[src/rtl/timestamp_capture.sv]
// Timestamps synchronized edges of an asynchronous event line with a free-running
// counter into a show-ahead FIFO. Optional macro CAPTURE_FALL_EN adds tagged falling-edge capture.
module timestamp_capture #(
    parameter int WIDTH       = 16,
    parameter int DEPTH       = 4,
    parameter int SYNC_STAGES = 2
) (
    input  logic                       clk,
    input  logic                       reset,
    input  logic [WIDTH-1:0]           counter,
    input  logic                       event_in,
    input  logic                       enable,
`ifdef CAPTURE_FALL_EN
    output logic [WIDTH:0]             ts_data,
`else
    output logic [WIDTH-1:0]           ts_data,
`endif
    output logic                       ts_valid,
    input  logic                       ts_ready,
    output logic [$clog2(DEPTH):0]     fifo_count,
    output logic                       overflow,
    input  logic                       clear_ovf
);

    localparam int AW = $clog2(DEPTH);
`ifdef CAPTURE_FALL_EN
    localparam int DW = WIDTH + 1;
`else
    localparam int DW = WIDTH;
`endif

    logic [SYNC_STAGES-1:0] r_sync;
    logic                   r_prev;
    logic [DW-1:0]          r_mem [DEPTH];
    logic [AW-1:0]          r_wr_ptr;
    logic [AW-1:0]          r_rd_ptr;
    logic [AW:0]            r_count;
    logic                   r_overflow;

    logic                   w_sync_q;
    logic                   w_rise;
    logic                   w_edge;
    logic [DW-1:0]          w_push_data;
    logic                   w_full;
    logic                   w_valid;
    logic                   w_pop;
    logic                   w_push;
    logic                   w_drop;

    assign w_sync_q = r_sync[SYNC_STAGES-1];
    assign w_rise   = w_sync_q & ~r_prev;

`ifdef CAPTURE_FALL_EN
    logic w_fall;
    assign w_fall      = ~w_sync_q & r_prev;
    assign w_edge      = w_rise | w_fall;
    assign w_push_data = {w_rise, counter};
`else
    assign w_edge      = w_rise;
    assign w_push_data = counter;
`endif

    assign w_valid = (r_count != {(AW+1){1'b0}});
    assign w_full  = (r_count == (AW+1)'(DEPTH));
    assign w_pop   = w_valid & ts_ready;
    // A full FIFO still accepts a push when the head leaves in the same cycle
    assign w_push  = enable & w_edge & (~w_full | w_pop);
    assign w_drop  = enable & w_edge & w_full & ~w_pop;

    // Synchronizer chain and edge-history flop
    always_ff @(posedge clk or posedge reset) begin
        if (reset) begin
            r_sync <= {SYNC_STAGES{1'b0}};
            r_prev <= 1'b0;
        end else begin
            r_sync <= {r_sync[SYNC_STAGES-2:0], event_in};
            r_prev <= w_sync_q;
        end
    end

    // FIFO storage and write pointer
    always_ff @(posedge clk or posedge reset) begin
        if (reset) begin
            for (int i = 0; i < DEPTH; i++) begin
                r_mem[i] <= {DW{1'b0}};
            end
            r_wr_ptr <= {AW{1'b0}};
        end else if (w_push) begin
            r_mem[r_wr_ptr] <= w_push_data;
            r_wr_ptr        <= r_wr_ptr + AW'(1);
        end else begin
            r_wr_ptr <= r_wr_ptr;
        end
    end

    // Read pointer and occupancy
    always_ff @(posedge clk or posedge reset) begin
        if (reset) begin
            r_rd_ptr <= {AW{1'b0}};
            r_count  <= {(AW+1){1'b0}};
        end else begin
            if (w_pop) begin
                r_rd_ptr <= r_rd_ptr + AW'(1);
            end else begin
                r_rd_ptr <= r_rd_ptr;
            end
            case ({w_push, w_pop})
                2'b10:   r_count <= r_count + (AW+1)'(1);
                2'b01:   r_count <= r_count - (AW+1)'(1);
                default: r_count <= r_count;
            endcase
        end
    end

    // Sticky overflow; a new drop wins over a simultaneous clear
    always_ff @(posedge clk or posedge reset) begin
        if (reset) begin
            r_overflow <= 1'b0;
        end else if (w_drop) begin
            r_overflow <= 1'b1;
        end else if (clear_ovf) begin
            r_overflow <= 1'b0;
        end else begin
            r_overflow <= r_overflow;
        end
    end

    assign ts_data    = r_mem[r_rd_ptr];
    assign ts_valid   = w_valid;
    assign fifo_count = r_count;
    assign overflow   = r_overflow;

endmodule
[config.mk]
export PLATFORM = sky130hd
export DESIGN_NAME = timestamp_capture
export DESIGN_NICKNAME = d
export VERILOG_FILES = /design/src/rtl/timestamp_capture.sv
export SDC_FILE = /design/constraint.sdc
export NUM_CORES = 1
export LEC_CHECK = 0
export BUFFER_PORTS_ARGS = -buffer_cell sky130_fd_sc_hd__buf_2
export CAP_MARGIN = 20
export CORE_MARGIN = 2
export CORE_UTILIZATION = 60
export CTS_BUF_LIST = sky130_fd_sc_hd__clkbuf_8
export DETAILED_ROUTE_END_ITERATION = 12
export PLACE_DENSITY = 0.88
export SLEW_MARGIN = 30
export SYNTH_ARGS = -nofsm -noshare
export SYNTH_HDL_FRONTEND = slang
export SYNTH_SLANG_ARGS = --single-unit
[constraint.sdc]
create_clock -name clk -period 2.8 [get_ports clk]
set_input_delay 0.14 -clock clk [delete_from_list [all_inputs] [get_ports clk]]
set_output_delay 0.14 -clock clk [all_outputs]
set_load 0.01 [all_outputs]
# Yosys cells after proc, flatten, opt, wreduce, memory -nomap -nowiden
# Index checks and enable logic that the tools add are counted.
# totals
reg_bits	75
inputBits	22
out_inout_bits	21
word_cells	45
# classes
n_addsub	4
order_cmp	3
n_eq_ne	3
n_mux	9
n_bitwise	12
n_reduce_logical	4
# ops
op	n
$bwmux W64	1
$mux W16	3
$bmux W16 S2	1
$demux W16 S2	1
$and A1 B1 Y1	6
$ge A3 B3 Y1 const B	2
$not A2 Y3	2
$pmux W3 S2	1
$add A2 B1 Y2 const B	2
$reduce_bool A2 Y1	2
$add A3 B1 Y3 const B	1
$eq A3 B3 Y1 const B	1
$lt A3 B1 Y1 const B	1
$not A1 Y1	3
$reduce_bool A3 Y1	1
$sub A3 B1 Y3 const B	1
$eq A2 B1 Y1 const B	1
$eq A2 B2 Y1 const B	1
$mux W1	2
$logic_and A1 B1 Y1	1
$or A1 B1 Y1	1

# Longest topological paths before layout
# Gate-level depths: netlist of run 1.
# logic_depth
ltp_word	6
ltp_mapped	9
mapped_depth_nobuf	8

# Least setup slack after synthesis of run 1
# Ideal clock, no wire load.
# synth_path
path_type	reg-to-reg
start	reg r_count[0] (netlist: fifo_count[0])
end	reg r_count[2] (netlist: fifo_count[2])
setup_ps	79
t_arrival_ps	2226
required_time_ps	2721
path_slack_ps	495
stages_incl_launch_ff	10
path_buffers	1
period_less_slack_ps	2305
cell_sequence	dfrtp_1 > or4b_1 > buf_6 > nand2_1 > ha_1 > inv_1 > fa_1 > xor2_1 > nor2_1 > xor2_1
# synth_via
elab_chain_len	6
word_cells_on_any_way	12
cone_classes	add/sub (2); eq/ne (3); mux (1); bitwise (4); reduce/logical (2)
# synth_lines
element	line	text
start, declared	37	logic [AW:0] r_count;
start signal, assigned	100	r_count <= {(AW+1){1'b0}};
start signal, assigned	108	2'b10: r_count <= r_count + (AW+1)'(1);
start signal, assigned	109	2'b01: r_count <= r_count - (AW+1)'(1);
$reduce_bool A3 Y1 or $eq A3 B3 Y1 (tied branches)	63, 64	
$and A1 B1 Y1 or $not A1 Y1 (tied branches)	65, 67	
$or A1 B1 Y1	67	assign w_push = enable & w_edge & (~w_full | w_pop);
$and A1 B1 Y1	67	
$eq A2 B1 Y1 or $eq A2 B2 Y1 (tied branches)	107	case ({w_push, w_pop})
$pmux W3 S2 or $reduce_bool A2 Y1 (tied branches)	-	
# Several ways; a longest one is shown, not always the timed one.
# A chain may end at the register's enable or synchronous reset.

# Worst setup path in the final report of run 1
# Same ends and word-level chain as after synthesis.

==> run metrics, run 1 <==
number of nets in the finished design 278; critical setup path kind reg -> reg; library cells used by synthesis 23; overall power after layout 4.91 mW; TritonCTS clock tree built; initial core utilization 0.631; Sink Count 75; GR Util met1 0.312; Buf+Inv Stages, Crit Path 1; count of pins over their slew limit 0; RSZ-0062 raised after global routing false; syn nets 227; CP Data Arrival Time 2540 ps; cell with the largest stage delay on the worst path sky130_fd_sc_hd__or4b_1; Via-to-Cell Ratio 5.71; data required time at the worst endpoint 3070 ps; Reg2Reg Launch Point fifo_count[0]; postcts setup bufs 0; Max Freq 441 MHz; core area 5610 um2; insertion delay to the later sink of the worst-skew pair 340 ps; global route overflow 0; area share of the largest cell type after synthesis 0.530; top area cells in the synthesized netlist sky130_fd_sc_hd__dfrtp_1, sky130_fd_sc_hd__mux2_4, sky130_fd_sc_hd__mux4_2; final HPWL from detailed placement 4180 um; boundary pin count 43; die area 6530 um2; number of max-cap violations 0; largest net degree at the start of global routing 33; chain of cells forming the critical path or4b_1 > nand2_1 > ha_1 > inv_1 > fa_1 > xor2_1 > nor2_1 > xor2_1; global routing met3 resource utilization 0.0389; number of instances resized during post-cts repair 0; clock root buffer sky130_fd_sc_hd__clkbuf_8; placement row count 27; kind of end point of the critical path register; leakage power 2.01 nW; violation count after the first detailed-routing iteration 77; Synthesis Warnings 0; Post-Route Setup TNS 0 ps; total vias in the final route 1,867; number of buffers added on ports 42; final cycle utilization of the critical path 0.811; post-route DRC violation count 0; diodes inserted 0; Worst Tran Pin Value 664 ps; H-tree depth reported by CTS 3; buffer levels on the longest clock path 2; CP top delay family simple AND/OR/NAND/NOR gates; global routing usage on met2 0.358; All-Layer GR Usage 0.226; height of the die 80.8 um; worst hold path type in -> reg; RD Place Congestion 0.794; ANT nets after route 0; worst clock skew on the final layout 10.5 ps; post-synthesis sequential area ratio 0.530; clock input transition at the sequential cells of the worst setup and hold paths 80 ps; summed instance area of the synthesized netlist 3540 um2; number of endpoints with negative hold slack in the final report 0; cell repeated most along the worst path sky130_fd_sc_hd__xor2_1; result of the run finished, final reports clean; Area Growth Syn to Fin 15.1%; number of buffers inserted during clock tree synthesis 9; synthesized flop and latch total 75; Worst slew margin 0.557; Worst VDD drop 0.770 mV; fraction of final layout cells with drive strength greater than 1 0.592; total length of routed wires 6450 um; peak fanout along the critical path 6; Startpoint Class register; origin of the worst setup path fifo_count[0]; min Tclk post-route 2270 ps; ratio of total power to cell area 1210 nW/um2; cell type with the highest aggregate area in the netlist sky130_fd_sc_hd__dfrtp_1; number of search-and-repair iterations in the first detailed-routing pass 4; Worst path max stage delay 560 ps; wire length of the first global-routing pass 10,500 um; vias in the first global route 2,005; Syn Inst Count 199; routed len/inst 19.7 um; initial antenna violation count 0; Hold Startpoint counter[13]; total setup violations reported at the end of the flow 0; Post-CTS Hold Fix Bufs 3; die width 80.8 um; per-instance average area after synthesis 17.8 um2; most utilized layer in the global route result met2
## synth_stat cells
cell and number:
sky130_fd_sc_hd__dfrtp_1 75, sky130_fd_sc_hd__mux2_4 40, sky130_fd_sc_hd__mux2_2 25, sky130_fd_sc_hd__mux4_2 16, sky130_fd_sc_hd__inv_1 8, sky130_fd_sc_hd__ha_1 5
sky130_fd_sc_hd__buf_12 4, sky130_fd_sc_hd__nand3_4 4, sky130_fd_sc_hd__xnor2_1 3, sky130_fd_sc_hd__xor2_1 3, sky130_fd_sc_hd__buf_2 2, sky130_fd_sc_hd__buf_6 2
sky130_fd_sc_hd__nand2_1 2, sky130_fd_sc_hd__and3b_1 1, sky130_fd_sc_hd__buf_1 1, sky130_fd_sc_hd__clkbuf_1 1, sky130_fd_sc_hd__fa_1 1, sky130_fd_sc_hd__mux2i_1 1
sky130_fd_sc_hd__nor2_1 1, sky130_fd_sc_hd__o22ai_1 1, sky130_fd_sc_hd__o31a_2 1, sky130_fd_sc_hd__or3_2 1, sky130_fd_sc_hd__or4b_1 1
## cell families after synthesis
| logic type | after synthesis | share of synthesized area |
|---|---|---|
| AOI/OAI and AO/OA | 2 | 0.00460 |
| and+or+nand+nor | 10 | 0.0304 |
| xor gates and xnor gates | 6 | 0.0149 |
| buffers and inverters | 18 | 0.0424 |
| adders and majority gates | 6 | 0.0233 |
| muxes | 82 | 0.354 |
| DFF | 75 | 0.530 |
## where the power goes
part / internal (mW) / switching, mW / total, mW
combinational: 1.14 / 0.674 / 1.82
clock: 0.772 / 0.398 / 1.17
sequential: 1.58 / 0.349 / 1.93
## path summary, 6_finish.rpt
kind,endpoint,slack [ps],cells after the start
setup / recovery,fifo_count[2],530,8
hold / removal,r_mem[13],70,2
setup reg to reg,fifo_count[2],530,8
hold reg to reg,r_sync[1],370,0
max in group asynchronous,r_mem[34],1580,4
min in group asynchronous,r_prev,430,3
## placed cells by master, fill, tap and decap left out, types with 2 or more instances in the layout
cell and instances:
sky130_fd_sc_hd__buf_4 5, sky130_fd_sc_hd__nand2_1 2, sky130_fd_sc_hd__clkbuf_8 9, sky130_fd_sc_hd__buf_2 42
sky130_fd_sc_hd__nand3_4 4, sky130_fd_sc_hd__dfrtp_1 75, sky130_fd_sc_hd__dlygate4sd3_1 3, sky130_fd_sc_hd__mux2_4 40
sky130_fd_sc_hd__xor2_1 3, sky130_fd_sc_hd__mux4_2 16, sky130_fd_sc_hd__ha_1 5, sky130_fd_sc_hd__bufinv_16 5
sky130_fd_sc_hd__inv_1 7, sky130_fd_sc_hd__xnor2_1 3, sky130_fd_sc_hd__mux2_2 25
## through the flow
stage	std cells	util	instance area (um2)	setup slack [ps]	hold slack (ps)
3_5_place_dp	308	0.670	3760	545	252
2_1_floorplan	199	-	3540	495	171
6_report	327	0.726	4070	530	70.0
3_3_place_gp	308	0.670	3760	609	251
4_1_cts	327	0.726	4070	516	65.0
5_1_grt	327	0.726	4070	393	67.3
## layout make-up
cell class | instances | area, um2
flip-flops and latches | 75 | 1880
fillers | 355 | 1530
multi-input cells | 106 | 1510
repair buffers | 50 | 278
clock inverters | 7 | 164
clock buffers | 9 | 124
well taps | 72 | 90.1
inverters | 8 | 30.0
## state kept, by name (all words and copies together) (netlist names)
signal and cells:
r_rd_ptr 2, fifo_count 3, overflow 1, r_prev 1
r_sync 2, r_wr_ptr 2, r_mem 64
## layer usage
| metal | vias to the layer above | routed length, um |
|---|---|---|
| met3 | 9 | 215 |
| met2 | 41 | 3290 |
| met1 | 988 | 2850 |
| met4 | 0 | 102 |
| li1 | 829 | - |
| met5 | - | 0 |
Note: power is estimated with default switching activity, not from simulation.
==> run 2, diff against run 1 <==
Clock period 2.8 ns to 2.4 ns, I/O delays scaled along.
==> run 2 against run 1 <==
Net effect:
- routed wire length down 4.3%
- combinational power up 17%
- cell area down 2.2%
- sequential cell count unchanged
- clock skew down 2.0 ps
- setup slack worse by 380 ps
- register-to-register slack worse by 380 ps
- largest power group unchanged
==> run metrics, run 2 (synthesized netlist as in run 1, its figures left out) <==
Reg2Reg Launch Point fifo_count[0]; RD Place Congestion 0.780 (-1.7%); Worst path max stage delay 580 ps (+20 ps); All-Layer GR Usage 0.217 (-0.00858); overall power after layout 5.22 mW (+6.3%); number of search-and-repair iterations in the first detailed-routing pass 4 (unchanged); violation count after the first detailed-routing iteration 82 (+6.5%); Worst slew margin 0.576 (+0.0195); boundary pin count 43 (unchanged); capture instance of the worst register-to-register path fifo_count[2]; Most flops, register r_mem; leading cell types in the layout, fill and taps excluded sky130_fd_sc_hd__dfrtp_1, sky130_fd_sc_hd__buf_2, sky130_fd_sc_hd__mux2_4; peak fanout along the critical path 6 (unchanged); number of buffers inserted during clock tree synthesis 9 (unchanged); result of the run finished, final reports clean; sequential power share 0.432 (+0.040); clock root buffer sky130_fd_sc_hd__clkbuf_8; switching power total 1.60 mW (+13%); total vias in the final route 1,849 (-0.96%); worst clock skew on the final layout 8.45 ps (-2.04 ps); placement row count 27 (unchanged); post-route DRC violation count 0 (unchanged); H-tree depth reported by CTS 3 (unchanged); chain of cells forming the critical path or4b_1 > nand2_2 > ha_1 > inv_1 > fa_1 > xor2_1 > nor2_1 > xor2_1; internal cell power 3.62 mW (+3.6%); cell repeated most along the worst path sky130_fd_sc_hd__xor2_1; ANT nets after route 0 (unchanged); diodes inserted 0 (unchanged); clock input transition at the sequential cells of the worst setup and hold paths 70 ps (about the same); commonest non-fill, non-tap cell in the layout sky130_fd_sc_hd__dfrtp_1; R2R setup slack 150 ps (-380 ps); leakage power 1.98 nW (-1.5%); fraction of final layout cells with drive strength greater than 1 0.584 (-0.00784); Via-to-Cell Ratio 5.65 (-0.96%); TritonCTS clock tree built; min Tclk post-route 2250 ps (-17.4 ps); Net Sw Frac 0.307 (+0.0179); die width 80.8 um (unchanged); number of endpoints with negative hold slack in the final report 0 (unchanged); Largest register FFs 64 (unchanged); timing endpoint of the critical path fifo_count[2]; total length of routed wires 6170 um (-4.3%); worst hold path type in -> reg; buffer levels on the longest clock path 2 (unchanged); die area 6530 um2 (unchanged); initial antenna violation count 0 (unchanged); Worst VDD drop 0.678 mV (-12%); routed len/inst 18.9 um (-4.3%); count of pins over their slew limit 0 (unchanged); Post-Route Setup TNS 0 ps (unchanged); Sink Count 75 (unchanged); data required time at the worst endpoint 2660 ps (-410 ps); insertion delay to the later sink of the worst-skew pair 330 ps (about the same); ratio of total power to cell area 1310 nW/um2 (+8.6%); vias in the first global route 2,002 (-0.15%); initial core utilization 0.631 (unchanged); final HPWL from detailed placement 4060 um (-3.0%); global route overflow 0 (unchanged); wire length of the first global-routing pass 10,300 um (-2.0%); height of the die 80.8 um (unchanged); final worst-path setup slack 147 ps (-383 ps); Max Freq 444 MHz (+0.77%); cell with the largest stage delay on the worst path sky130_fd_sc_hd__or4b_1; length in cells of the worst reg-to-reg path 8 (unchanged); number of buffers added on ports 42 (unchanged); number of nets in the finished design 278 (unchanged); total setup violations reported at the end of the flow 0 (unchanged); origin of the worst setup path fifo_count[0]; setup slack after placement 156 ps (-388 ps); Startpoint Class register; core area 5610 um2 (unchanged); critical setup path kind reg -> reg; portion of total power attributed to combinational logic 0.408 (+0.039); number of max-cap violations 0 (unchanged); Worst Tran Pin Value 635 ps (-29.2 ps); RSZ-0062 raised after global routing false; Clk network pwr share 0.161 (-0.077); Area Growth Syn to Fin 12.7%; kind of end point of the critical path register; fill cell instance count of the final layout 384 (+8.2%); CP Data Arrival Time 2510 ps (-30 ps); largest net degree at the start of global routing 48 (+45%); final cycle utilization of the critical path 0.939 (+0.128)
-- run 2: changes by cell type in the layout (fill, tap and decap cells not counted), moves of 2 or more --
cell | previous run | this run
sky130_fd_sc_hd__bufinv_16 | 5 | 0
sky130_fd_sc_hd__inv_1 | 7 | 10
sky130_fd_sc_hd__buf_12 | 0 | 2
sky130_fd_sc_hd__buf_4 | 5 | 3
sky130_fd_sc_hd__clkbuf_8 | 9 | 11
-- run 2: per-stage QoR --
stage	area (um2)	hold WS [ps]	util	cells
3_5_place_dp	3780	230	0.674	308
4_1_cts	3980	43.2	0.710	327
2_1_floorplan	3540	151	-	199
5_1_grt	3990	44.0	0.711	327
6_report	3990	59.4	0.711	327
3_3_place_gp	3780	230	0.674	308
-- run 2: how the worst min path moves through the flow --
stage                      startpoint   endpoint  slack [ps]  cells past startpoint
final                     counter[11]  r_mem[27]          60                      2
after global routing      counter[12]  r_mem[44]          40                      2
after CTS                 counter[12]  r_mem[44]          40                      2
after detailed placement     event_in  r_sync[0]         230                      1
after global placement       event_in  r_sync[0]         230                      1
after floorplan              event_in  r_sync[0]         150                      0
-- run 2: power by group through the flow --
stage | Combinational [mW] | Clock, mW | Sequential [mW]
after floorplan | 1.70 | 0 | 2.09
after global placement | 2.08 | 0 | 2.22
after detailed placement | 2.15 | 0 | 2.27
after CTS | 2.16 | 0.869 | 2.25
after global routing | 2.30 | 0.925 | 2.33
final | 2.13 | 0.840 | 2.25
-- run 2: metal layers --
layer  global-route usage  vias to the layer above  share of wire
met1                0.302                      980           0.45
met5                    0                        -              0
met3               0.0467                        9          0.034
met4               0.0966                        0          0.016
li1                     -                      826              -
met2                0.334                       34           0.50
-- run 2: cell type report --
cell class	instances	area (um2)	share of cell area
flip-flops and latches	75	1880	0.471
multi-input cells	106	1510	0.380
repair buffers	50	303	0.0760
clock buffers	11	151	0.0380
well taps	72	90.1	0.0226
inverters	8	30.0	0.00753
clock inverters	5	21.3	0.00534
-- run 2: repair_timing --
| item | in CTS | in global routing |
|---|---|---|
| endpoints found under the hold margin | 30 | 0 |
| buffers inserted | 0 | 0 |
| resized for setup | 0 | 1 |
| hold buffers | 3 | 0 |
| endpoints found under the setup margin | 0 | 1 |
-- run 2: worst max-delay path: cells and delay by family (launching register included) --
| family | cells | cell delay, ps |
|---|---|---|
| buffers and inverters | 1 | 60 |
| flip-flops | 1 | 440 |
| adder cells (fa/ha/maj) | 2 | 570 |
| XOR/XNOR | 2 | 300 |
| AND/OR/NAND/NOR | 3 | 810 |
==> run 3, diff against run 2 <==
Settings changed: CORE_UTILIZATION 60 to 58, CTS_BUF_LIST sky130_fd_sc_hd__clkbuf_8 to default, PLACE_DENSITY 0.88 to 0.86.
==> run 3 against run 2 <==
Net effect:
- maximum frequency up 0.64%
- register-to-register slack about the same
- sequential cell count unchanged
- largest power group unchanged
- critical endpoint unchanged
- via count down 0.65%
- die area up 3.3%
==> run metrics, run 3 (synthesized netlist as in run 1, its figures left out) <==
result of the run finished, final reports clean; clock root buffer sky130_fd_sc_hd__clkbuf_8; chain of cells forming the critical path or4b_1 > nand2_1 > ha_1 > inv_1 > fa_1 > xor2_1 > nor2_1 > xor2_1; global routing met3 resource utilization 0.0609 (+0.0142); most utilized layer in the global route result met2; commonest non-fill, non-tap cell in the layout sky130_fd_sc_hd__dfrtp_1; area used by multi-input combinational logic 1510 um2 (-0.17%); CP top delay family simple AND/OR/NAND/NOR gates; RSZ-0062 raised after global routing false; TritonCTS clock tree built; fill cell instance count of the final layout 371 (-3.4%); postcts setup bufs 0 (unchanged); All-Layer GR Usage 0.209 (-0.00860); wire length of the first global-routing pass 10,100 um (-2.3%); height of the die 82.1 um (+1.6%); clock input transition at the sequential cells of the worst setup and hold paths 80 ps (about the same); insertion delay to the later sink of the worst-skew pair 350 ps (+20 ps); number of nets in the finished design 279 (+0.36%); cell with the largest stage delay on the worst path sky130_fd_sc_hd__or4b_1; leading cell types in the layout, fill and taps excluded sky130_fd_sc_hd__dfrtp_1, sky130_fd_sc_hd__buf_2, sky130_fd_sc_hd__mux2_4; ANT nets after route 0 (unchanged); min Tclk post-route 2240 ps (-14.2 ps); number of search-and-repair iterations in the first detailed-routing pass 4 (unchanged); GR Util met1 0.279 (-0.0229); FF/Latch Area 1880 um2 (unchanged); die area 6740 um2 (+3.3%); initial antenna violation count 0 (unchanged); number of buffers added on ports 42 (unchanged); boundary pin count 43 (unchanged); CP Data Arrival Time 2510 ps (about the same); fraction of final layout cells with drive strength greater than 1 0.594 (+0.00944); total length of routed wires 6140 um (-0.50%); cell repeated most along the worst path sky130_fd_sc_hd__xor2_1; core area 5920 um2 (+5.6%); worst clock skew on the final layout 8.01 ps (-0.437 ps); placement row count 28 (+3.7%); die width 82.1 um (+1.6%); kind of end point of the critical path register; total setup violations reported at the end of the flow 0 (unchanged); count of pins over their slew limit 0 (unchanged); global routing usage on met2 0.326 (-0.00815); largest net degree at the start of global routing 76 (+58%); Worst Tran Pin Value 554 ps (-80.9 ps); data required time at the worst endpoint 2670 ps (about the same); final HPWL from detailed placement 4030 um (-0.71%); Via-to-Cell Ratio 5.55 (-1.8%); final cycle utilization of the critical path 0.933 (-0.00593); diodes inserted 0 (unchanged); ratio of total power to cell area 1360 nW/um2 (+3.5%); global route overflow 0 (unchanged); Max Freq 447 MHz (+0.64%); Area Growth Syn to Fin 14.7%; buffer levels on the longest clock path 2 (unchanged); post-route DRC violation count 0 (unchanged); total vias in the final route 1,837 (-0.65%); peak fanout along the critical path 5 (-1); H-tree depth reported by CTS 3 (unchanged); RD Place Congestion 0.736 (-5.8%); critical setup path kind reg -> reg; filler-free cell count of the finished design 331 (+1.2%); number of buffers inserted during clock tree synthesis 9 (unchanged); number of max-cap violations 0 (unchanged); routed len/inst 18.6 um (-1.7%); Worst slew margin 0.631 (+0.0545); Worst VDD drop 0.901 mV (+33%); placed insts 312 (+1.3%); number of endpoints with negative hold slack in the final report 0 (unchanged); Most flops, register r_mem; leakage power 2.00 nW (+0.88%); Worst path max stage delay 540 ps (-40 ps); worst hold path type in -> reg; Buf+Inv Stages, Crit Path 1 (unchanged); vias in the first global route 1,940 (-3.1%); violation count after the first detailed-routing iteration 83 (+1.2%); initial core utilization 0.598 (-0.0333); Sink Count 75 (unchanged); Startpoint Class register; Post-Route Setup TNS 0 ps (unchanged); Largest register FFs 64 (unchanged)
run 3: final timing paths:
check	start	endpoint	slack (ps)	cells past startpoint
worst max-delay path	fifo_count[1]	fifo_count[2]	160	8
worst min-delay path	counter[12]	r_mem[44]	40	2
worst max register to register	fifo_count[1]	fifo_count[2]	160	8
worst min register to register	r_sync[0]	r_sync[1]	380	0
max in group asynchronous	reset	r_mem[12]	1700	4
min in group asynchronous	reset	r_mem[23]	390	4
run 3: power by group:
group / internal [mW] / switching (mW) / leakage (nW)
Clock: 0.646 / 0.472 / 0.116
Sequential: 1.84 / 0.399 / 0.922
Combinational: 1.37 / 0.778 / 0.958
run 3: metal layers:
metal | vias to the layer above | part of all wire | wire length (um)
met5 | - | 0 | 0
li1 | 823 | - | -
met2 | 39 | 0.50 | 3100
met3 | 7 | 0.038 | 233
met4 | 0 | 0.011 | 65
met1 | 968 | 0.45 | 2750
run 3: repair_timing:
item                                   4_1_cts  5_1_grt
resized for setup                            0        0
endpoints found under the hold margin       77        0
hold buffers                                 3        0
run 3: worst register-to-register path, stage by stage (launching register included):
cell and delay, ps:
sky130_fd_sc_hd__dfrtp_1 420, sky130_fd_sc_hd__or4b_1 540, sky130_fd_sc_hd__nand2_1 140, sky130_fd_sc_hd__ha_1 210, sky130_fd_sc_hd__inv_1 60, sky130_fd_sc_hd__fa_1 380, sky130_fd_sc_hd__xor2_1 150, sky130_fd_sc_hd__nor2_1 110
sky130_fd_sc_hd__xor2_1 150
run 3: layout make-up:
cell class	instances	share of cell area
clock buffer	11	0.0373
clock inverter	5	0.0210
inverter	8	0.00740
multi-input combinational	106	0.372
sequential	75	0.462
tap	75	0.0231
timing repair buffer	51	0.0764
run 3: stage by stage:
step | hold WS, ps | util | setup WS (ps) | instance area, um2 | power, mW
3_3_place_gp | 231 | 0.641 | 248 | 3790 | 4.32
6_report | 43.5 | 0.686 | 162 | 4060 | 5.50
2_1_floorplan | 151 | - | 95.0 | 3540 | 3.78
5_1_grt | 40.4 | 0.686 | 4.36 | 4060 | 5.84
4_1_cts | 25.9 | 0.686 | 136 | 4060 | 5.57
3_5_place_dp | 230 | 0.641 | 156 | 3790 | 4.42
